[config.mk]
export PLATFORM = sky130hd
export DESIGN_NAME = mem_arbiter
export DESIGN_NICKNAME = d
export VERILOG_FILES = /design/src/rtl/mem_arbiter.sv
export SDC_FILE = /design/constraint.sdc
export NUM_CORES = 1
export LEC_CHECK = 0
export ABC_CLOCK_PERIOD_IN_PS = 3760
export CAP_MARGIN = 40
export CORE_AREA = 5 5 149 151
export CTS_CLUSTER_SIZE = 8
export DETAILED_ROUTE_END_ITERATION = 12
export DIE_AREA = 0 0 154 156
export DONT_BUFFER_PORTS = 1
export SYNTH_ARGS = -nofsm -noshare
export SYNTH_HDL_FRONTEND = slang
export SYNTH_SLANG_ARGS = --single-unit
[constraint.sdc]
create_clock -name clk_in -period 3.76 [get_ports clk_in]
set_input_delay 0.752 -clock clk_in [delete_from_list [all_inputs] [get_ports clk_in]]
set_output_delay 0.752 -clock clk_in [all_outputs]
set_load 0.02 [all_outputs]
[src/rtl/mem_arbiter.sv]
// mem_arbiter: shares the single byte-wide RAM port between ICache word fetches
// and LSB loads/stores, turning each request into a sequence of byte accesses.
module mem_arbiter #(
  parameter logic [1:0] IO_SEL_HI = 2'b11
) (
  input  logic        clk_in,
  input  logic        rst_in,
  input  logic        rdy_in,
  input  logic        flush_signal,
  input  logic        icache_req_en,
  input  logic [31:0] icache_req_addr,
  output logic        icache_done,
  output logic [31:0] icache_data,
  input  logic        lsb_req_en,
  input  logic        lsb_req_wr,
  input  logic [1:0]  lsb_req_size,
  input  logic [31:0] lsb_req_addr,
  input  logic [31:0] lsb_req_data,
  output logic        lsb_done,
  output logic [31:0] lsb_data,
  input  logic [7:0]  mem_din,
  output logic [7:0]  mem_dout,
  output logic [31:0] mem_a,
  output logic        mem_wr,
  input  logic        io_buffer_full
);

  typedef enum logic [1:0] {IDLE, IFETCH, LREAD, LWRITE} state_t;

  state_t      state, state_nx;
  logic [2:0]  k, k_nx;
  logic [2:0]  n, n_nx;
  logic [31:0] addr, addr_nx;
  logic [31:0] data, data_nx;
  logic [31:0] rd_buf, rd_buf_nx;
  logic        last_lsb, last_lsb_nx;
  logic [31:0] mem_a_nx;
  logic [7:0]  mem_dout_nx;
  logic        mem_wr_nx;
  logic        icache_done_nx, lsb_done_nx;
  logic [31:0] icache_data_nx, lsb_data_nx;

  logic        ic_valid, lsb_valid;
  logic [2:0]  lsb_n;
  logic        req_io_stall, cur_io_stall;
  logic [4:0]  lane;

  // A requester whose done is still high is holding a stale request.
  assign ic_valid     = icache_req_en && !icache_done;
  assign lsb_valid    = lsb_req_en && !lsb_done;
  assign lsb_n        = (lsb_req_size == 2'd0) ? 3'd1 :
                        (lsb_req_size == 2'd1) ? 3'd2 : 3'd4;
  assign req_io_stall = (lsb_req_addr[17:16] == IO_SEL_HI) && io_buffer_full;
  assign cur_io_stall = (addr[17:16] == IO_SEL_HI) && io_buffer_full;
  assign lane         = {k[1:0], 3'b000};

  always_comb begin
    state_nx       = state;
    k_nx           = k;
    n_nx           = n;
    addr_nx        = addr;
    data_nx        = data;
    rd_buf_nx      = rd_buf;
    last_lsb_nx    = last_lsb;
    mem_a_nx       = mem_a;
    mem_dout_nx    = mem_dout;
    mem_wr_nx      = 1'b0;
    icache_done_nx = 1'b0;
    lsb_done_nx    = 1'b0;
    icache_data_nx = icache_data;
    lsb_data_nx    = lsb_data;
    if (!rdy_in) begin
      icache_done_nx = icache_done;
      lsb_done_nx    = lsb_done;
    end else begin
      case (state)
        IDLE: begin
          if (!flush_signal && (ic_valid || lsb_valid)) begin
            rd_buf_nx = '0;
            k_nx      = 3'd0;
            if (ic_valid && (!lsb_valid || last_lsb)) begin
              state_nx    = IFETCH;
              last_lsb_nx = 1'b0;
              addr_nx     = icache_req_addr;
              n_nx        = 3'd4;
              mem_a_nx    = icache_req_addr;
            end else begin
              last_lsb_nx = 1'b1;
              addr_nx     = lsb_req_addr;
              data_nx     = lsb_req_data;
              n_nx        = lsb_n;
              if (!lsb_req_wr) begin
                state_nx = LREAD;
                mem_a_nx = lsb_req_addr;
              end else begin
                // The first store byte goes out on the grant edge unless IO is full.
                state_nx = LWRITE;
                if (!req_io_stall) begin
                  mem_a_nx    = lsb_req_addr;
                  mem_dout_nx = lsb_req_data[7:0];
                  mem_wr_nx   = 1'b1;
                  k_nx        = 3'd1;
                end
              end
            end
          end
        end
        IFETCH, LREAD: begin
          if (flush_signal) begin
            state_nx = IDLE;
            k_nx     = 3'd0;
          end else begin
            rd_buf_nx[lane +: 8] = mem_din;
            if (k == n - 3'd1) begin
              state_nx = IDLE;
              k_nx     = 3'd0;
              if (state == IFETCH) begin
                icache_done_nx = 1'b1;
                icache_data_nx = rd_buf_nx;
              end else begin
                lsb_done_nx = 1'b1;
                lsb_data_nx = rd_buf_nx;
              end
            end else begin
              k_nx     = k + 3'd1;
              mem_a_nx = addr + {29'd0, k + 3'd1};
            end
          end
        end
        LWRITE: begin
          // Here k counts bytes already driven; flush never aborts a store.
          if (k == n) begin
            state_nx    = IDLE;
            k_nx        = 3'd0;
            lsb_done_nx = 1'b1;
          end else if (!cur_io_stall) begin
            mem_a_nx    = addr + {29'd0, k};
            mem_dout_nx = data[lane +: 8];
            mem_wr_nx   = 1'b1;
            k_nx        = k + 3'd1;
          end
        end
        default: state_nx = IDLE;
      endcase
    end
  end

  always_ff @(posedge clk_in) begin
    if (!rst_in) begin
      state       <= IDLE;
      k           <= 3'd0;
      n           <= 3'd0;
      addr        <= '0;
      data        <= '0;
      rd_buf      <= '0;
      last_lsb    <= 1'b1;
      mem_a       <= '0;
      mem_dout    <= '0;
      mem_wr      <= 1'b0;
      icache_done <= 1'b0;
      icache_data <= '0;
      lsb_done    <= 1'b0;
      lsb_data    <= '0;
    end else begin
      state       <= state_nx;
      k           <= k_nx;
      n           <= n_nx;
      addr        <= addr_nx;
      data        <= data_nx;
      rd_buf      <= rd_buf_nx;
      last_lsb    <= last_lsb_nx;
      mem_a       <= mem_a_nx;
      mem_dout    <= mem_dout_nx;
      mem_wr      <= mem_wr_nx;
      icache_done <= icache_done_nx;
      icache_data <= icache_data_nx;
      lsb_done    <= lsb_done_nx;
      lsb_data    <= lsb_data_nx;
    end
  end

endmodule

==> results.sh, run 1 <==
export IMPL_status="finished clean"
export IMPL_antenna_found_initial=0
export IMPL_power_density_nw_per_um2=482
export IMPL_finalMaxSlewViolations=0
export IMPL_max_freq_mhz=308
export IMPL_wl_per_cell_um=18.4
export IMPL_grtUsageTotal=0.215
export IMPL_coreArea_sq_um=20700
export IMPL_path_class="flip-flop to flip-flop"
export IMPL_grt_ovfl_total=0
export IMPL_p_leak_nw=4.34
export IMPL_cts_buffers_inserted=30
export IMPL_synth_area_sq_um=10200
export IMPL_tightestPinTransition_ps=864
export IMPL_cts_root_buf="clkbuf_16"
export IMPL_syn_inst=1235
export IMPL_fp_dieArea_sq_um=24000
export IMPL_drv_cap=0
export IMPL_avgSynthCellArea_sq_um=8.26
export IMPL_finalSetupViolations=0
export IMPL_yosysTopAreaCell="dfxtp_1"
export IMPL_yosysUniqueCellTypes=62
export IMPL_vdd_drop_max_mv=0.323
export IMPL_synth_edff_count=0
export IMPL_num_antenna_cells=0
export IMPL_area_growth_pct=8.68
export IMPL_drt_wl_total_um=27000
export IMPL_ys_seq_area_frac=0.416
export IMPL_grt_max_degree=261
export IMPL_final_cell_area_sq_um=11100
export IMPL_cts_tree="built"
export IMPL_rsz0062_at_grt="false"
export IMPL_drt_initial_drc_count=451
export IMPL_hold_buffers=0
export IMPL_gp_congestion=0.831
export IMPL_synth_top_area_frac=0.416
export IMPL_drive_gt1_frac=0.0663
export IMPL_cp_start_kind="flip-flop"
export IMPL_hold_class="input port to flip-flop"
export IMPL_finish_utilization=0.536
export IMPL_cts_path_max_buffers=3
export IMPL_hold_viol=0
export IMPL_post_cts_setup_buffers=0
export IMPL_io_pins=221
export IMPL_clkLatencyLatePin_ps=530
export IMPL_crit_path_cell_trace="ha_1 -> inv_1 -> nand2_1 -> xnor2_1 -> ha_1 -> o211ai_1 -> nor2_1 -> nand4_1 -> xnor2_1 -> o2111ai_1 -> nand2_1"
export IMPL_critPathArrivalTime_ps=3660
export IMPL_vias_per_cell=5.71
export IMPL_hold_ws_ps=346
export IMPL_clk_pin_slew_worst_paths_ps=50
export IMPL_async_reset_ff_frac=0
export IMPL_first_pass_iters=5
export IMPL_dp_cells=1433
export IMPL_cts_max_level=1
export IMPL_synth_ff_type="dfxtp_1"
export IMPL_mappedNetlistNets=1364
export IMPL_initial_core_util=0.493
export IMPL_grt_pass1_vias=7749
export IMPL_crit_required_ps=4170
export IMPL_die_w_um=154
export IMPL_dp_hpwl_um=18000
export IMPL_r2r_slack_ps=510
export IMPL_portBuffers=0
export IMPL_crit_slowest_cell="nor2_1"
export IMPL_chipHeight_um=156
export IMPL_finalCritPeriodShare=0.864
export IMPL_fin_crit_ps=3250
export IMPL_nets=1319
export IMPL_placementRows=53
export IMPL_ys_seq_elements=212
export IMPL_via_count=8371
export IMPL_synthTopCellsByArea="dfxtp_1 (42%), nand2_1 (10%), nand3_1 (6.2%)"
export IMPL_clock_skew_ps=11.2
export IMPL_setup_tns_ps=0
export IMPL_drc=0
export IMPL_antenna_left=0
export IMPL_cts_resized=0
export IMPL_relSlewSlack=0.422
export IMPL_grt_pass1_wl_um=43000
export IMPL_place_area_sq_um=10300
export IMPL_stdcell_count=1466
export IMPL_clock_sinks=212
export IMPL_cpPeakStageDelay_ps=670
export IMPL_synth_warning_count=0
export IMPL_worstSetupEndpointType="flip-flop"
export IMPL_worstPathMaxFanout=10
[report_power, final]
part | switching [mW] | total [mW] | leakage (nW) | internal, mW
Sequential | 0.129 | 2.47 | 1.72 | 2.34
Combinational | 0.340 | 0.542 | 2.23 | 0.201
Clock | 0.907 | 2.34 | 0.387 | 1.43
[per-layer routing]
| layer | GRT usage | share of wire |
|---|---|---|
| met3 | 0.0538 | 0.080 |
| met4 | 0.0488 | 0.017 |
| met2 | 0.331 | 0.44 |
| met1 | 0.306 | 0.46 |
| met5 | 0 | 0 |
[state kept, by name, summed over array words and instances (netlist names), 3 cells and up]
signal,count
mem_dout,8
addr,32
rd_buf,32
k,3
lsb_data,32
n,3
mem_a,32
data,32
icache_data,32
[final cells by class]
cell class | count | area [sq um]
flip-flops and latches | 212 | 4240
repair buffers | 17 | 123
multi-input cells | 883 | 5410
clock buffers | 32 | 779
inverters | 46 | 173
clock inverters | 1 | 5.00
fillers | 2020 | 9610
well taps | 275 | 344
[through the flow]
step	setup slack, ps	power (mW)
after floorplan	612	2.93
after global placement	662	3.05
after detailed placement	576	3.05
after CTS	519	5.41
after global routing	299	5.58
final	513	5.34
[cells by family (layout without fill, tap and decap cells)]
| logic type | Yosys count | in the layout | share of synthesized area |
|---|---|---|---|
| AOI/OAI and AO/OA | 295 | 295 | 0.200 |
| buffers and inverters | 140 | 96 | 0.0546 |
| and+or+nand+nor | 487 | 487 | 0.217 |
| DFF | 212 | 212 | 0.416 |
| adders and majority gates | 15 | 15 | 0.0191 |
| muxes | 53 | 53 | 0.0621 |
| xor gates and xnor gates | 33 | 33 | 0.0307 |
[worst max-delay path, delay by kind of cell, from the launching register on]
kind | cells | cell delay, ps
and+or+nand+nor | 4 | 1110
adders and majority gates | 2 | 810
DFF | 1 | 360
AOI/OAI and AO/OA | 2 | 350
xor gates and xnor gates | 2 | 330
buffers and inverters | 1 | 150
[cells in the mapped netlist (5+ instances only)]
cell type	instances
and3_1	7
nand2b_1	7
o211ai_1	13
inv_1	46
mux4_2	8
nor2b_1	5
xor2_1	11
xnor2_1	20
o211a_1	41
nand2_1	277
buf_2	19
clkbuf_1	62
nor4_1	5
nand3_1	126
buf_1	12
ha_1	14
nand4_1	10
dfxtp_1	212
a21boi_0	78
o21ai_0	111
a21oi_1	13
nor3_1	9
o2111ai_1	14
nor2_1	19
mux2i_1	43
[cells in the final DEF, fill, tap and decap left out, types with 2 or more instances in the layout]
cell,Yosys,final
a21oi_2,1,2
dfxtp_1,212,212
o2111ai_1,14,14
a31o_2,2,2
nor2_1,19,18
nand4_1,10,10
mux2i_1,43,43
and3_1,7,6
inv_1,46,46
nor4_1,5,5
mux2_2,2,2
and4_1,4,4
o211ai_1,13,13
o211a_1,41,41
a21boi_1,3,3
xnor2_1,20,20
a21oi_1,13,12
mux4_2,8,8
a31oi_1,4,4
o21ai_0,111,111
nor2b_1,5,5
buf_2,19,2
and3b_1,2,2
nand3_1,126,126
xor2_1,11,11
nand2b_1,7,7
a21o_1,2,2
buf_4,0,15
nand2_1,277,277
ha_1,14,13
and2_1,4,4
clkbuf_16,0,31
or2_2,2,2
a21boi_0,78,78
nor3_1,9,9
[worst paths after layout]
path / from / to / depth (start not counted)
setup reg to reg: state[0] / mem_a[25] / 11
hold / removal: rdy_in / mem_wr / 2
hold reg to reg: data[13] / data[13] / 2
setup / recovery: state[0] / mem_a[25] / 11
Note: power is estimated with default switching activity, not from simulation.
==> run 2, diff against run 1 <==
--- a/config.mk
+++ b/config.mk
@@ -12,6 +12,7 @@
 export DETAILED_ROUTE_END_ITERATION = 12
 export DIE_AREA = 0 0 154 156
 export DONT_BUFFER_PORTS = 1
+export REMOVE_ABC_BUFFERS = 1
 export SYNTH_ARGS = -nofsm -noshare
 export SYNTH_HDL_FRONTEND = slang
 export SYNTH_SLANG_ARGS = --single-unit
==> run 2 against run 1 <==
Critical path depth unchanged. Die area unchanged. Power increased by 0.97%. Critical path type unchanged. Critical endpoint is now mem_a[22]. Highest routed layer unchanged.
==> results.sh, run 2 (synthesis gave the netlist of run 1 again) <==
export IMPL_antenna_found_initial=0
export IMPL_drc=0
export IMPL_hold_viol=0
export IMPL_nets=1319
export IMPL_chipHeight_um=156
export IMPL_cts_path_max_buffers=3
export IMPL_hold_buffers=0
export IMPL_cts_buffers_inserted=30
export IMPL_finalCritPeriodShare=0.892
export IMPL_worstSetupEndpointType="flip-flop"
export IMPL_power_density_nw_per_um2=486
export IMPL_status="finished clean"
export IMPL_finalMaxSlewViolations=0
export IMPL_hold_path_endpoint="data[31]"
export IMPL_drv_cap=0
export IMPL_max_freq_mhz=298
export IMPL_area_growth_pct=8.96
export IMPL_rsz0062_at_grt="false"
export IMPL_cts_root_buf="clkbuf_16"
export IMPL_r2r_start="k[0]"
export IMPL_wl_per_cell_um=17.8
export IMPL_clock_sinks=212
export IMPL_clock_skew_ps=14.1
export IMPL_drive_gt1_frac=0.0664
export IMPL_grt_max_degree=261
export IMPL_drt_initial_drc_count=397
export IMPL_die_w_um=154
export IMPL_num_antenna_cells=0
export IMPL_grt_pass1_vias=8113
export IMPL_finalSetupViolations=0
export IMPL_first_pass_iters=5
export IMPL_r2r_slack_ps=410
export IMPL_critPathArrivalTime_ps=3810
export IMPL_cts_resized=0
export IMPL_gp_congestion=0.792
export IMPL_p_leak_nw=4.35
export IMPL_portBuffers=0
export IMPL_io_pins=221
export IMPL_cp_start_kind="flip-flop"
export IMPL_via_count=8277
export IMPL_coreArea_sq_um=20700
export IMPL_clk_pin_slew_worst_paths_ps=50
export IMPL_post_cts_setup_buffers=0
export IMPL_setup_tns_ps=0
export IMPL_vias_per_cell=5.65
export IMPL_fin_crit_ps=3350
export IMPL_path_class="flip-flop to flip-flop"
export IMPL_crit_required_ps=4220
export IMPL_clkLatencyLatePin_ps=530
export IMPL_mostFrequentLayoutCells="nand2_1 (277), dfxtp_1 (212), nand3_1 (126)"
export IMPL_grt_ovfl_total=0
export IMPL_initial_core_util=0.493
export IMPL_hold_path_depth=2
export IMPL_vdd_drop_max_mv=0.357
export IMPL_p_total_mw=5.40
export IMPL_cts_max_level=1
export IMPL_fp_dieArea_sq_um=24000
export IMPL_relSlewSlack=0.472
export IMPL_dp_hpwl_um=17100
export IMPL_placementRows=53
export IMPL_reg2regPathDepth=11
export IMPL_worstPathMaxFanout=8
export IMPL_hold_path_startpoint="lsb_req_data[31]"
export IMPL_r2r_end="mem_a[22]"
export IMPL_grt_pass1_wl_um=42100
export IMPL_hold_ws_ps=365
export IMPL_hold_class="input port to flip-flop"
export IMPL_tightestPinTransition_ps=790
export IMPL_drt_wl_total_um=26100
export IMPL_cts_tree="built"
export IMPL_grtUsageTotal=0.209
export IMPL_antenna_left=0
export IMPL_final_common_cell="nand2_1"
run 2: cell types whose count changed in the layout (fill, tap and decap cells not counted), sizes merged:
cell	delta
clkinv	-1
clkbuf	-1
bufinv	+1
run 2: per-layer routing:
layer	GRT usage	wire length, um	vias to the layer above
met2	0.353	12300	202
li1	-	-	4188
met5	0	0	-
met4	0.0585	563	0
met1	0.262	11300	3840
met3	0.0585	1970	47
run 2: metrics by stage:
step,setup WS (ps),std cells,util,area [sq um]
finish,405,1465,0.537,11100
global route,83.8,1465,0.537,11100
CTS,388,1465,0.537,11100
detailed placement,429,1433,0.498,10300
global placement,505,1430,0.497,10300
floorplan,147,1141,-,9810
run 2: area by class of cell:
| cell class | count | area, sq um |
|---|---|---|
| Fill cell | 2005 | 9580 |
| Multi-Input combinational cell | 883 | 5410 |
| Sequential cell | 212 | 4240 |
| Clock buffer | 31 | 776 |
| Tap cell | 275 | 344 |
| Inverter | 46 | 173 |
| Timing Repair Buffer | 17 | 130 |
| Clock inverter | 1 | 30.0 |
run 2: critical path, cell delays in order (launching register included):
cell and delay (ps):
dfxtp_1 480, inv_1 190, ha_1 430, mux2_2 210
inv_1 50, fa_1 400, nor2b_1 400, o2111ai_1 290
or4_1 450, a21oi_1 140, o21ai_0 90, a21boi_1 130
run 2: worst max-delay path by stage:
| stage | from | end | slack (ps) |
|---|---|---|---|
| 6_report | k[0] | mem_a[22] | 410 |
| 5_1_grt | k[0] | mem_a[23] | 80 |
| 4_1_cts | k[0] | mem_a[22] | 390 |
| 3_5_place_dp | k[0] | mem_a[22] | 430 |
| 3_3_place_gp | k[0] | mem_a[22] | 500 |
| 2_1_floorplan | lsb_req_en | data[0] | 150 |
run 2: power breakdown:
group / total, mW / switching (mW) / internal (mW) / leakage [nW]
Sequential: 2.46 / 0.125 / 2.34 / 1.72
Combinational: 0.532 / 0.331 / 0.200 / 2.24
Clock: 2.40 / 0.909 / 1.49 / 0.396
==> run 3, diff against run 2 <==
--- a/config.mk
+++ b/config.mk
@@ -12,7 +12,6 @@
 export DETAILED_ROUTE_END_ITERATION = 12
 export DIE_AREA = 0 0 154 156
 export DONT_BUFFER_PORTS = 1
-export REMOVE_ABC_BUFFERS = 1
 export SYNTH_ARGS = -nofsm -noshare
 export SYNTH_HDL_FRONTEND = slang
 export SYNTH_SLANG_ARGS = --single-unit
==> constraint.sdc (replaced) <==
create_clock -name clk_in -period 3.76 [get_ports clk_in]
set_input_delay 0.564 -clock clk_in [delete_from_list [all_inputs] [get_ports clk_in]]
set_output_delay 0.564 -clock clk_in [all_outputs]
set_load 0.02 [all_outputs]
==> run 3 against run 2 <==
Maximum frequency is 3.8% higher. Die area stayed put. Design area hardly changed. Utilization hardly changed. Combinational power is 1% higher. Setup slack better by 120 ps. Critical path type unchanged. Largest cell class unchanged. Power hardly changed.
==> results.sh, run 3 (synthesis gave the netlist of run 1 again) <==
export IMPL_vias_per_cell=5.66
export IMPL_reg2regPathDepth=11
export IMPL_drive_gt1_frac=0.0664
export IMPL_rsz0062_at_grt="false"
export IMPL_p_sw_mw=1.37
export IMPL_worstSetupEndpointType="flip-flop"
export IMPL_status="finished clean"
export IMPL_wl_per_cell_um=18.1
export IMPL_critPathBufInv=1
export IMPL_dp_hpwl_um=17800
export IMPL_startpoint="state[0]"
export IMPL_timing_critical_path_depth=11
export IMPL_antenna_found_initial=0
export IMPL_finish_utilization=0.537
export IMPL_drc=0
export IMPL_finalCritPeriodShare=0.859
export IMPL_cpPeakStageDelay_ps=710
export IMPL_path_class="flip-flop to flip-flop"
export IMPL_grt_pass1_wl_um=42600
export IMPL_io_pins=221
export IMPL_crit_path_end="mem_a[31]"
export IMPL_cts_max_level=1
export IMPL_crit_required_ps=4150
export IMPL_hold_viol=0
export IMPL_r2r_start="state[0]"
export IMPL_finalSetupViolations=0
export IMPL_crit_family="simple AND/OR/NAND/NOR gates"
export IMPL_cp_start_kind="flip-flop"
export IMPL_area_growth_pct=8.88
export IMPL_critPathArrivalTime_ps=3620
export IMPL_final_common_cell="nand2_1"
export IMPL_clock_sinks=212
export IMPL_cts_path_max_buffers=3
export IMPL_relSlewSlack=0.393
export IMPL_hold_class="input port to flip-flop"
export IMPL_p_sw_frac=0.253
export IMPL_cpMostUsedCell="ha_1"
export IMPL_grt_max_degree=261
export IMPL_cts_resized=0
export IMPL_grt_ovfl_total=0
export IMPL_post_cts_setup_buffers=0
export IMPL_grtUsageTotal=0.213
export IMPL_hold_buffers=0
export IMPL_internal_power_mw=4.03
export IMPL_clock_skew_ps=11.3
export IMPL_tightestPinTransition_ps=908
export IMPL_finalMaxSlewViolations=0
export IMPL_p_total_mw=5.40
export IMPL_setup_tns_ps=0
export IMPL_pwr_share_clk=0.443
export IMPL_drt_wl_total_um=26600
export IMPL_power_density_nw_per_um2=486
export IMPL_placementRows=53
export IMPL_r2r_slack_ps=530
export IMPL_via_count=8294
export IMPL_num_antenna_cells=0
export IMPL_cts_root_buf="clkbuf_16"
export IMPL_fin_crit_ps=3230
export IMPL_worstPathMaxFanout=10
export IMPL_p_comb_frac=0.100
export IMPL_die_w_um=154
export IMPL_clk_pin_slew_worst_paths_ps=50
export IMPL_mostFrequentLayoutCells="nand2_1 (277), dfxtp_1 (212), nand3_1 (126)"
export IMPL_r2r_end="mem_a[31]"
export IMPL_cts_tree="built"
export IMPL_gp_congestion=0.839
export IMPL_nets=1319
export IMPL_coreArea_sq_um=20700
export IMPL_p_leak_nw=4.35
export IMPL_vdd_drop_max_mv=0.319
export IMPL_max_freq_mhz=310
export IMPL_antenna_left=0
export IMPL_p_seq_frac=0.457
export IMPL_drv_cap=0
export IMPL_crit_slowest_cell="nor2_1"
export IMPL_initial_core_util=0.493
export IMPL_clkLatencyLatePin_ps=530
export IMPL_fp_dieArea_sq_um=24000
export IMPL_chipHeight_um=156
export IMPL_grt_pass1_vias=7821
export IMPL_portBuffers=0
export IMPL_drt_initial_drc_count=445
export IMPL_crit_path_cell_trace="ha_1 -> inv_1 -> nand2_1 -> xnor2_1 -> ha_1 -> o211ai_1 -> nor2_1 -> and4_1 -> nand3_1 -> a31oi_1 -> a21oi_1"
export IMPL_cts_buffers_inserted=30
export IMPL_first_pass_iters=5
==> run 3: cell type report <==
type                            count  area (sq um)
Clock buffer                       31           776
Timing Repair Buffer               17           123
Clock inverter                      1          30.0
Sequential cell                   212          4240
Tap cell                          275           344
Fill cell                        1988          9590
Multi-Input combinational cell    883          5410
Inverter                           46           173
==> run 3: worst min path at each step <==
| stage | depth (start not counted) | start | endpoint |
|---|---|---|---|
| after floorplan | 2 | data[16] | data[16] |
| after global placement | 2 | rd_buf[19] | rd_buf[19] |
| after detailed placement | 2 | data[26] | data[26] |
| after CTS | 1 | rst_in | last_lsb |
| after global routing | 2 | rdy_in | mem_wr |
| final | 2 | rdy_in | mem_wr |
==> run 3: power groups by stage <==
stage	Combinational (mW)	Sequential [mW]	Clock [mW]
finish	0.539	2.46	2.39
global route	0.605	2.47	2.56
CTS	0.542	2.47	2.46
detailed placement	0.539	2.51	0
global placement	0.535	2.51	0
floorplan	0.451	2.48	0
==> run 3: worst register-to-register path, delay by kind of cell (launching register included) <==
family	cells	cell delay [ps]
compound gates	3	410
simple gates	4	1230
buf+inv	1	140
xor+xnor	1	130
flops	1	360
fa+ha+maj	2	820
==> run 3: through the flow <==
stage                     cells  hold slack, ps  worst slack, ps  instance area, sq um
after floorplan            1235             440              612                 10200
after global placement     1431             447              645                 10300
after detailed placement   1433             453              573                 10300
after CTS                  1465             125              551                 11100
after global routing       1465             135              241                 11100
final                      1465             161              529                 11100
==> run 3: per-layer routing <==
metal  vias up  wire length, um  global-route usage
met2       248            12100               0.338
met5         -                0                   0
met1      3816            12000               0.296
met4         0              372              0.0446
met3        28             2090              0.0546
li1       4202                -                   -
